<file path="src/rtl/simple_i2c_slave.sv">
// Simple I2C slave with a register-mapped host side.
// The SCL/SDA inputs are synchronized and edge-detected. One TX byte and one RX byte are buffered.
// The slave never stretches SCL and drives SDA only by pulling the line low.
// The host reads the FSM state on dbg_state so external checkers can follow the protocol.
module simple_i2c_slave (
    input  logic        clk,
    input  logic        resetn,
    input  logic        reg_cfg_we,
    input  logic [31:0] reg_cfg_di,
    output logic [31:0] reg_cfg_do,
    input  logic        reg_sts_we,
    input  logic [31:0] reg_sts_di,
    output logic [31:0] reg_sts_do,
    input  logic        reg_dat_we,
    input  logic        reg_dat_re,
    input  logic [31:0] reg_dat_di,
    output logic [31:0] reg_dat_do,
    input  logic        scl_pad_i,
    input  logic        sda_pad_i,
    output logic        sda_pad_o,
    output logic        sda_padoeb_o,
    output logic        irq_o,
    output logic [2:0]  dbg_state
);

    // Host side handshake: every reg_*_we / reg_dat_re strobe is sampled for exactly one
    // clk cycle. It takes effect on that rising edge. There is no ready/stall path.
    typedef enum logic [2:0] {
        IDLE     = 3'd0,
        ADDR     = 3'd1,
        ADDR_ACK = 3'd2,
        WDATA    = 3'd3,
        WACK     = 3'd4,
        RDATA    = 3'd5,
        RACK     = 3'd6,
        WAIT     = 3'd7
    } state_t;

    state_t     state, state_nx;
    logic [2:0] scl_sync, sda_sync;
    logic       scl_rise, scl_fall, start_det, stop_det;
    logic [6:0] addr;
    logic       enable, ien;
    logic [7:0] txr, rxr, sr, rx_byte, tx_byte;
    logic [2:0] cnt;
    logic       rx_valid, tx_empty, busy, overrun, underrun, stop_seen, rw;
    logic       ack_ph, nack, sda_low;
    logic       last_bit, addr_match, load_tx;
    logic       unused_bits;

    // Index [1] holds the synchronized level. Index [2] holds the previous level, used for edge detection.
    assign scl_rise  = scl_sync[1] & ~scl_sync[2];
    assign scl_fall  = ~scl_sync[1] & scl_sync[2];
    assign start_det = scl_sync[1] & scl_sync[2] & ~sda_sync[1] & sda_sync[2];
    assign stop_det  = scl_sync[1] & scl_sync[2] & sda_sync[1] & ~sda_sync[2];

    assign rx_byte    = {sr[6:0], sda_sync[1]};
    assign last_bit   = scl_rise && (cnt == 3'd7);
    assign addr_match = (rx_byte[7:1] == addr);
    assign tx_byte    = tx_empty ? 8'hFF : txr;
    // The second falling edge of an ack slot opens a read byte.
    assign load_tx    = enable && !start_det && !stop_det && scl_fall && ack_ph &&
                        ((state == ADDR_ACK && rw) || state == RACK);

    assign reg_cfg_do   = {23'b0, ien, enable, addr};
    assign reg_sts_do   = {24'b0, 1'b0, rw, stop_seen, underrun, overrun, busy, tx_empty, rx_valid};
    assign reg_dat_do   = rx_valid ? {24'b0, rxr} : 32'hFFFF_FFFF;
    assign sda_pad_o    = 1'b0;
    assign sda_padoeb_o = ~sda_low;
    assign irq_o        = ien & (rx_valid | overrun | underrun | stop_seen | (busy & rw & tx_empty));
    assign dbg_state    = state;
    assign unused_bits  = ^{reg_cfg_di[31:9], reg_sts_di[31:6], reg_sts_di[2:0], reg_dat_di[31:8]};

    // The pad inputs pass through a two-flop synchronizer plus one extra stage that holds the previous level.
    always_ff @(posedge clk) begin
        if (!resetn) begin
            scl_sync <= 3'b111;
            sda_sync <= 3'b111;
        end else begin
            scl_sync <= {scl_sync[1:0], scl_pad_i};
            sda_sync <= {sda_sync[1:0], sda_pad_i};
        end
    end

    // State register.
    always_ff @(posedge clk) begin
        if (!resetn) state <= IDLE;
        else         state <= state_nx;
    end

    // Next-state logic. Disable, STOP and START override the per-state rules, in that order.
    always_comb begin
        state_nx = state;
        if (!enable)        state_nx = IDLE;
        else if (stop_det)  state_nx = IDLE;
        else if (start_det) state_nx = ADDR;
        else begin
            case (state)
                IDLE:     state_nx = IDLE;
                ADDR:     if (last_bit) state_nx = addr_match ? ADDR_ACK : WAIT;
                ADDR_ACK: if (scl_fall && ack_ph) state_nx = rw ? RDATA : WDATA;
                WDATA:    if (last_bit) state_nx = WACK;
                WACK:     if (scl_fall && ack_ph) state_nx = nack ? WAIT : WDATA;
                RDATA:    if (last_bit) state_nx = RACK;
                RACK: begin
                    if (scl_rise && sda_sync[1])  state_nx = WAIT;
                    else if (scl_fall && ack_ph)  state_nx = RDATA;
                end
                WAIT:     state_nx = WAIT;
                default:  state_nx = IDLE;
            endcase
        end
    end

    // Datapath and status registers. Clears come first so that a set in the same cycle wins.
    // A host TX write comes last so that it wins over a same-cycle TX load.
    always_ff @(posedge clk) begin
        if (!resetn) begin
            addr <= 7'd0; enable <= 1'b0; ien <= 1'b0;
            txr <= 8'd0; rxr <= 8'd0; sr <= 8'd0; cnt <= 3'd0;
            rx_valid <= 1'b0; tx_empty <= 1'b1; busy <= 1'b0; rw <= 1'b0;
            overrun <= 1'b0; underrun <= 1'b0; stop_seen <= 1'b0;
            ack_ph <= 1'b0; nack <= 1'b0; sda_low <= 1'b0;
        end else begin
            if (reg_cfg_we) begin
                addr   <= reg_cfg_di[6:0];
                enable <= reg_cfg_di[7];
                ien    <= reg_cfg_di[8];
            end
            if (reg_dat_re) rx_valid <= 1'b0;
            if (reg_sts_we) begin
                if (reg_sts_di[3]) overrun   <= 1'b0;
                if (reg_sts_di[4]) underrun  <= 1'b0;
                if (reg_sts_di[5]) stop_seen <= 1'b0;
            end

            if (!enable) begin
                sda_low <= 1'b0; busy <= 1'b0; ack_ph <= 1'b0; cnt <= 3'd0;
            end else if (stop_det) begin
                if (busy) stop_seen <= 1'b1;
                busy <= 1'b0; sda_low <= 1'b0; ack_ph <= 1'b0; cnt <= 3'd0;
            end else if (start_det) begin
                sda_low <= 1'b0; ack_ph <= 1'b0; cnt <= 3'd0;
            end else begin
                // The bit counter wraps to 0 on the eighth rising edge, ready for the next byte.
                if (scl_rise && (state == ADDR || state == WDATA || state == RDATA))
                    cnt <= cnt + 3'd1;
                if (scl_rise && (state == ADDR || state == WDATA))
                    sr <= rx_byte;
                if (state == ADDR && last_bit) begin
                    if (addr_match) begin
                        busy <= 1'b1;
                        rw   <= rx_byte[0];
                    end else begin
                        busy <= 1'b0;
                    end
                end
                if (state == WDATA && last_bit) begin
                    if (!rx_valid) begin
                        rxr <= rx_byte; rx_valid <= 1'b1; nack <= 1'b0;
                    end else begin
                        overrun <= 1'b1; nack <= 1'b1;
                    end
                end
                if (state == RDATA && scl_fall) begin
                    sr      <= {sr[6:0], 1'b1};
                    sda_low <= ~sr[6];
                end
                if ((state == ADDR_ACK || state == WACK || state == RACK) && scl_fall) begin
                    if (!ack_ph) begin
                        // First falling edge: drive our ACK, or release SDA for the master's ACK.
                        ack_ph  <= 1'b1;
                        sda_low <= (state == ADDR_ACK) || (state == WACK && !nack);
                    end else begin
                        ack_ph  <= 1'b0;
                        sda_low <= 1'b0;
                        if (load_tx) begin
                            sr      <= tx_byte;
                            sda_low <= ~tx_byte[7];
                            if (tx_empty) underrun <= 1'b1;
                            else          tx_empty <= 1'b1;
                        end
                    end
                end
                if (state == RACK && scl_rise && sda_sync[1])
                    ack_ph <= 1'b0;
            end

            if (reg_dat_we) begin
                txr      <= reg_dat_di[7:0];
                tx_empty <= 1'b0;
            end
        end
    end

endmodule
</file>
<file path="config.mk">
export PLATFORM = sky130hd
export DESIGN_NAME = simple_i2c_slave
export DESIGN_NICKNAME = d
export VERILOG_FILES = /design/src/rtl/simple_i2c_slave.sv
export SDC_FILE = /design/constraint.sdc
export NUM_CORES = 1
export LEC_CHECK = 0
export BUFFER_PORTS_ARGS = -buffer_cell sky130_fd_sc_hd__buf_2
export CORE_MARGIN = 4
export CORE_UTILIZATION = 45
export CTS_BUF_LIST = sky130_fd_sc_hd__clkbuf_4 sky130_fd_sc_hd__clkbuf_8 sky130_fd_sc_hd__clkbuf_16
export DETAILED_ROUTE_END_ITERATION = 12
export MAX_ROUTING_LAYER = met4
export PLACE_DENSITY = 0.84
export SYNTH_ARGS = -nofsm -noshare
export SYNTH_HDL_FRONTEND = slang
export SYNTH_SLANG_ARGS = --single-unit
</file>
<file path="constraint.sdc">
create_clock -name clk -period 4.67 [get_ports clk]
set_input_delay 0.467 -clock clk [delete_from_list [all_inputs] [get_ports clk]]
set_output_delay 0.467 -clock clk [all_outputs]
set_load 0.03 [all_outputs]
</file>
==> impl_metrics.ini, run 1 <==
[power]
power.density_mw_per_mm2 = 300
p_leak_uw = 0.00143
worst_ir_drop_vdd_mv = 0.142
total_power_uw = 1000

[critical_path]
endpoint_kind = flop
crit_arrival_ns = 2.35
cp.required_ns = 4.86
crit_type = reg2reg
startpoint_type = flop
path_max_fanout = 18

[synth]
synth-xor-area-share_pct = 2.46
synthSimpleGateAreaFrac_pct = 17.8
synth_fa_ha_area_share_pct = 0.782
avgSynthCellArea_um2 = 8.79
netlist_area_mm2 = 0.00320
synthCells = 364
synth_cell_types = 43
synth_compound_area_share_pct = 11.3
synth-seq-area-share_pct = 33.8
ys_ff_latch = 54
ys_warn_count = 0
async_flop_share_pct = 0
synth_flop_cell = dfxtp_1
synth.area.mux_share_pct = 11.6
synth_top_family_by_area = buffers and inverters
synth_edf_count = 0

[die]
placementRows = 30
pin_count = 206
die_area_mm2 = 0.00852
start_util_pct = 46.6
die_y_um = 92.3
core_mm2 = 0.00687
die_w_um = 92.3

[sta]
slew_headroom_pct = 51.6
setup_viol = 0
rsz0062_at_grt = no
setup-tns-final_ns = 0
period_share_pct = 46.3
fin_worst_skew_ns = 0.00816
fmax_mhz = 462
final-max-slew-violation-count = 0
hold_viol_final = 0
worst_slew_pin_slew_ns = 0.726
min_period_ns = 2.16

[finish]
nets = 506
mostFrequentLayoutCells = buf_2, dfxtp_1, conb_1, mux2i_1, nor2b_1
area_delta_synth_final_pct = 4.81
antenna_cells = 0
final_common_cell = buf_2
drive_above_1_share_pct = 22.7

[placement]
place.gp.congestion = 0.877
portBuffers = 80
hpwl_um = 5150

[detailed_routing]
drc = 0
wl_um = 6640
postRouteAntennaNets = 0
routedWlPerCell_um = 13.4
vias_per_cell = 4.80
drt_iter0_drc = 207
num_vias = 2386
firstDrtPassIters = 4

[clocking]
cts_resized = 0
clkTransAtPathRegs_ns = 0.09
clkSinkCount = 54
cts_htree_levels = 2
tritoncts = built
insertion_delay_ns = 0.31
clk_path_buf_depth = 2
cts_hold_buffers = 0
cts_setup_buffers = 0
numCtsBuffers = 5
clock-root-buffer = clkbuf_8

[global_route]
grt.busiest_layer = met2
grt_max_degree = 49
grt_pass1_vias = 2176
grt_overflow = 0
gr-usage-met3_pct = 3.25
grt_pass1_wl_um = 10900
grt_use_total_pct = 15.9
met1_usage_pct = 19.8
grt_use_met2_pct = 26.8
antenna_found_initial = 0

[outcome]
status = complete, no violations

[worst_hold_path]
hold_class = in2reg

[run]
cap_violations = 0
-- through the flow --
stage                     cell area [um^2]  std cells  util [%]  worst slack [ns]  hold slack [ns]
after floorplan                       3380        412         -              2.71            0.386
after global placement                3210        489      46.7              2.60            0.391
after detailed placement              3210        489      46.7              2.54            0.393
after CTS                             3350        497      48.8              2.47            0.332
after global routing                  3350        497      48.8              2.33            0.328
final                                 3350        497      48.8              2.51            0.342
-- registers in the layout (all words and copies together), names as in the netlist, 3 cells and up --
signal and flops:
rxr 8, txr 8, addr 7, sr 7, cnt 3, dbg_state 3
scl_sync 3, sda_sync 3
-- cell type report --
| cell class | instances | area, um^2 |
|---|---|---|
| fillers | 676 | 3520 |
| repair buffers | 80 | 400 |
| clock buffers | 6 | 82.6 |
| flip-flops and latches | 54 | 1080 |
| inverters | 5 | 18.8 |
| multi-input cells | 254 | 1590 |
| well taps | 96 | 120 |
| clock inverters | 2 | 60.1 |
-- cells by family (layout without fill, tap and decap cells) --
group / after synthesis / in the layout
XOR/XNOR: 9 / 9
flip-flops: 54 / 54
AO/OA/AOI/OAI: 56 / 56
adder cells (fa/ha/maj): 2 / 2
multiplexers: 37 / 37
AND/OR/NAND/NOR: 101 / 101
buffers and inverters: 104 / 93
other: 1 / 49
-- cells in the mapped netlist (2+ instances only) --
library cell | number | area (um^2)
xor2_1 | 8 | 70.1
ha_1 | 2 | 25.0
a31oi_1 | 2 | 12.5
nor2b_1 | 28 | 175
mux2i_1 | 37 | 370
nor4_1 | 3 | 18.8
o221ai_1 | 3 | 26.3
nand2b_1 | 16 | 100
nor3_1 | 3 | 15.0
a21boi_0 | 4 | 30.0
or3_1 | 7 | 43.8
a211oi_1 | 2 | 15.0
or4_1 | 2 | 15.0
buf_4 | 81 | 608
o21a_1 | 4 | 30.0
nand2_1 | 15 | 56.3
dfxtp_1 | 54 | 1080
nand3_1 | 6 | 30.0
clkbuf_1 | 12 | 45.0
o21ai_0 | 6 | 30.0
a21oi_1 | 19 | 95.1
nor2_1 | 13 | 48.8
o211ai_1 | 9 | 67.6
inv_1 | 5 | 18.8
buf_2 | 5 | 25.0
-- layer usage --
metal  up-vias  share of wire (%)
li1       1175                  -
met1      1091                 44
met2       115                 48
met3         5                7.8
met4         0               0.86
met5         -                  0
-- worst paths after layout --
path / start / end / slack (ns) / depth (start not counted)
max: dbg_state[1] / sr[5] / 2.51 / 5
min: sda_pad_i / sda_sync[0] / 0.34 / 2
max reg2reg: dbg_state[1] / sr[5] / 2.51 / 5
min reg2reg: sda_sync[0] / sda_sync[1] / 0.41 / 1
-- worst max-delay path, cell delays in order (launching register included) --
cell	delay (ns)
dfxtp_1	0.69
o211ai_1	0.20
or4_1	0.62
or3_1	0.37
o211ai_1	0.11
a21oi_1	0.06
-- where the power goes --
part / switching [uW] / internal (uW)
sequential: 17.2 / 475
clock: 149 / 229
combinational: 97.6 / 37.0
total: 264 / 741
Power figures use the tool's default switching activity.
==> run 2: changes to the inputs <==
CORE_UTILIZATION = 43   (was 45)
PLACE_DENSITY = 0.81   (was 0.84)
clock period = 2.2 ns   (was 4.67 ns; I/O delays follow)
==> impl_metrics.ini, run 2 (synthesis gave the netlist of run 1 again) <==
[detailed_routing]
postRouteAntennaNets = 0
routedWlPerCell_um = 13.4
drt_iter0_drc = 206
firstDrtPassIters = 4
num_vias = 2439
wl_um = 6840
vias_per_cell = 4.79
drc = 0

[critical_path]
cp-startpoint = rx_valid
path_delay_family = buffers and inverters
path_max_fanout = 26
cp-endpoint = reg_dat_do[27]
cp.required_ns = 1.98
startpoint_type = flop
reg2reg_depth = 5
worstPathBufferInverterCount = 2
crit_arrival_ns = 1.63
endpoint_kind = primary output
path_cells = inv_1, buf_2
cpMaxStageDelayCell = dfxtp_1
crit_type = reg2out
r2r-start = dbg_state[2]
r2r_slack_ns = 0.35
r2r-end = sr[1]
crit_cells = 2
slowest_delay_ns = 0.63

[clocking]
cts_htree_levels = 2
numCtsBuffers = 5
clkTransAtPathRegs_ns = 0.10
tritoncts = built
clk_path_buf_depth = 2
cts_setup_buffers = 0
cts_hold_buffers = 0
cts_resized = 0
insertion_delay_ns = 0.31
clock-root-buffer = clkbuf_8
clkSinkCount = 54

[sta]
final-max-slew-violation-count = 0
worst_slew_pin_slew_ns = 0.676
setup-tns-final_ns = 0
setup_viol = 0
fmax_mhz = 540
period_share_pct = 84.2
hold_viol_final = 0
fin_worst_skew_ns = 0.0123
rsz0062_at_grt = no
slew_headroom_pct = 54.7
min_period_ns = 1.85

[run]
cap_violations = 0

[die]
pin_count = 206
core_mm2 = 0.00725
die_w_um = 94.3
die_area_mm2 = 0.00888
start_util_pct = 44.1
placementRows = 31
die_y_um = 94.3

[finish]
fillCellCount = 699
top_regs = rxr x8, txr x8
fin_util_pct = 46.8
final_common_cell = buf_2
antenna_cells = 0
mostFrequentLayoutCells = buf_2, dfxtp_1, conb_1, mux2i_1, nor2b_1
drive_above_1_share_pct = 24.4
nets = 515
area_delta_synth_final_pct = 6.10

[global_route]
grt_pass1_vias = 2184
grt_use_total_pct = 15.4
grt_overflow = 0
antenna_found_initial = 0
grt_max_degree = 48
grt_pass1_wl_um = 10700

[power]
worst_ir_drop_vdd_mv = 0.285
power.density_mw_per_mm2 = 590
p_leak_uw = 0.00147

[outcome]
status = complete, no violations

[worst_hold_path]
hold_class = in2reg
holdCritStartpoint = scl_pad_i

[placement]
portBuffers = 80
hpwl_um = 5360
place.gp.congestion = 0.960
## run 2: area by class of cell
cell class              count  area (um^2)  area share, %
multi-input cells         254         1590           46.8
flip-flops and latches     54         1080           31.8
repair buffers             89          468           13.8
well taps                  99          124           3.65
clock buffers               5         68.8           2.03
clock inverters             3         43.8           1.29
inverters                   5         18.8          0.553
## run 2: layer usage
metal	global-route usage [%]	vias up	share of wire [%]
met2	25.2	113	48
li1	-	1207	-
met4	3.73	0	0.75
met5	-	-	0
met1	19.7	1113	41
met3	3.04	6	10
## run 2: how the worst min path moves through the flow
| stage | to | slack (ns) | depth (start not counted) |
|---|---|---|---|
| 6_report | scl_sync[0] | 0.09 | 2 |
| 5_1_grt | sda_sync[0] | 0.11 | 2 |
| 4_1_cts | scl_sync[0] | 0.08 | 2 |
| 3_5_place_dp | sda_sync[1] | 0.40 | 1 |
| 3_3_place_gp | scl_sync[1] | 0.39 | 1 |
| 2_1_floorplan | scl_sync[0] | 0.32 | 1 |
## run 2: through the flow
| stage | worst slack [ns] | hold slack (ns) | cell area, um^2 | power, uW | cells |
|---|---|---|---|---|---|
| detailed placement | 0.346 | 0.401 | 3280 | 1360 | 501 |
| finish | 0.347 | 0.0939 | 3390 | 2000 | 509 |
| CTS | 0.277 | 0.0838 | 3390 | 2020 | 509 |
| floorplan | 0.245 | 0.321 | 3380 | 1360 | 412 |
| global route | 0.141 | 0.107 | 3390 | 2080 | 509 |
| global placement | 0.353 | 0.390 | 3280 | 1350 | 501 |
## run 2: power by group
| group | internal [uW] | switching [uW] | total [uW] |
|---|---|---|---|
| sequential | 1010 | 35.4 | 1040 |
| combinational | 83.5 | 209 | 293 |
| clock | 341 | 324 | 666 |
| total | 1430 | 569 | 2000 |
## run 2: worst register-to-register path: cells and delay by family (launching register included)
family          cells  cell delay, ns
simple gates        2            0.96
flops               1            0.46
compound gates      3            0.32
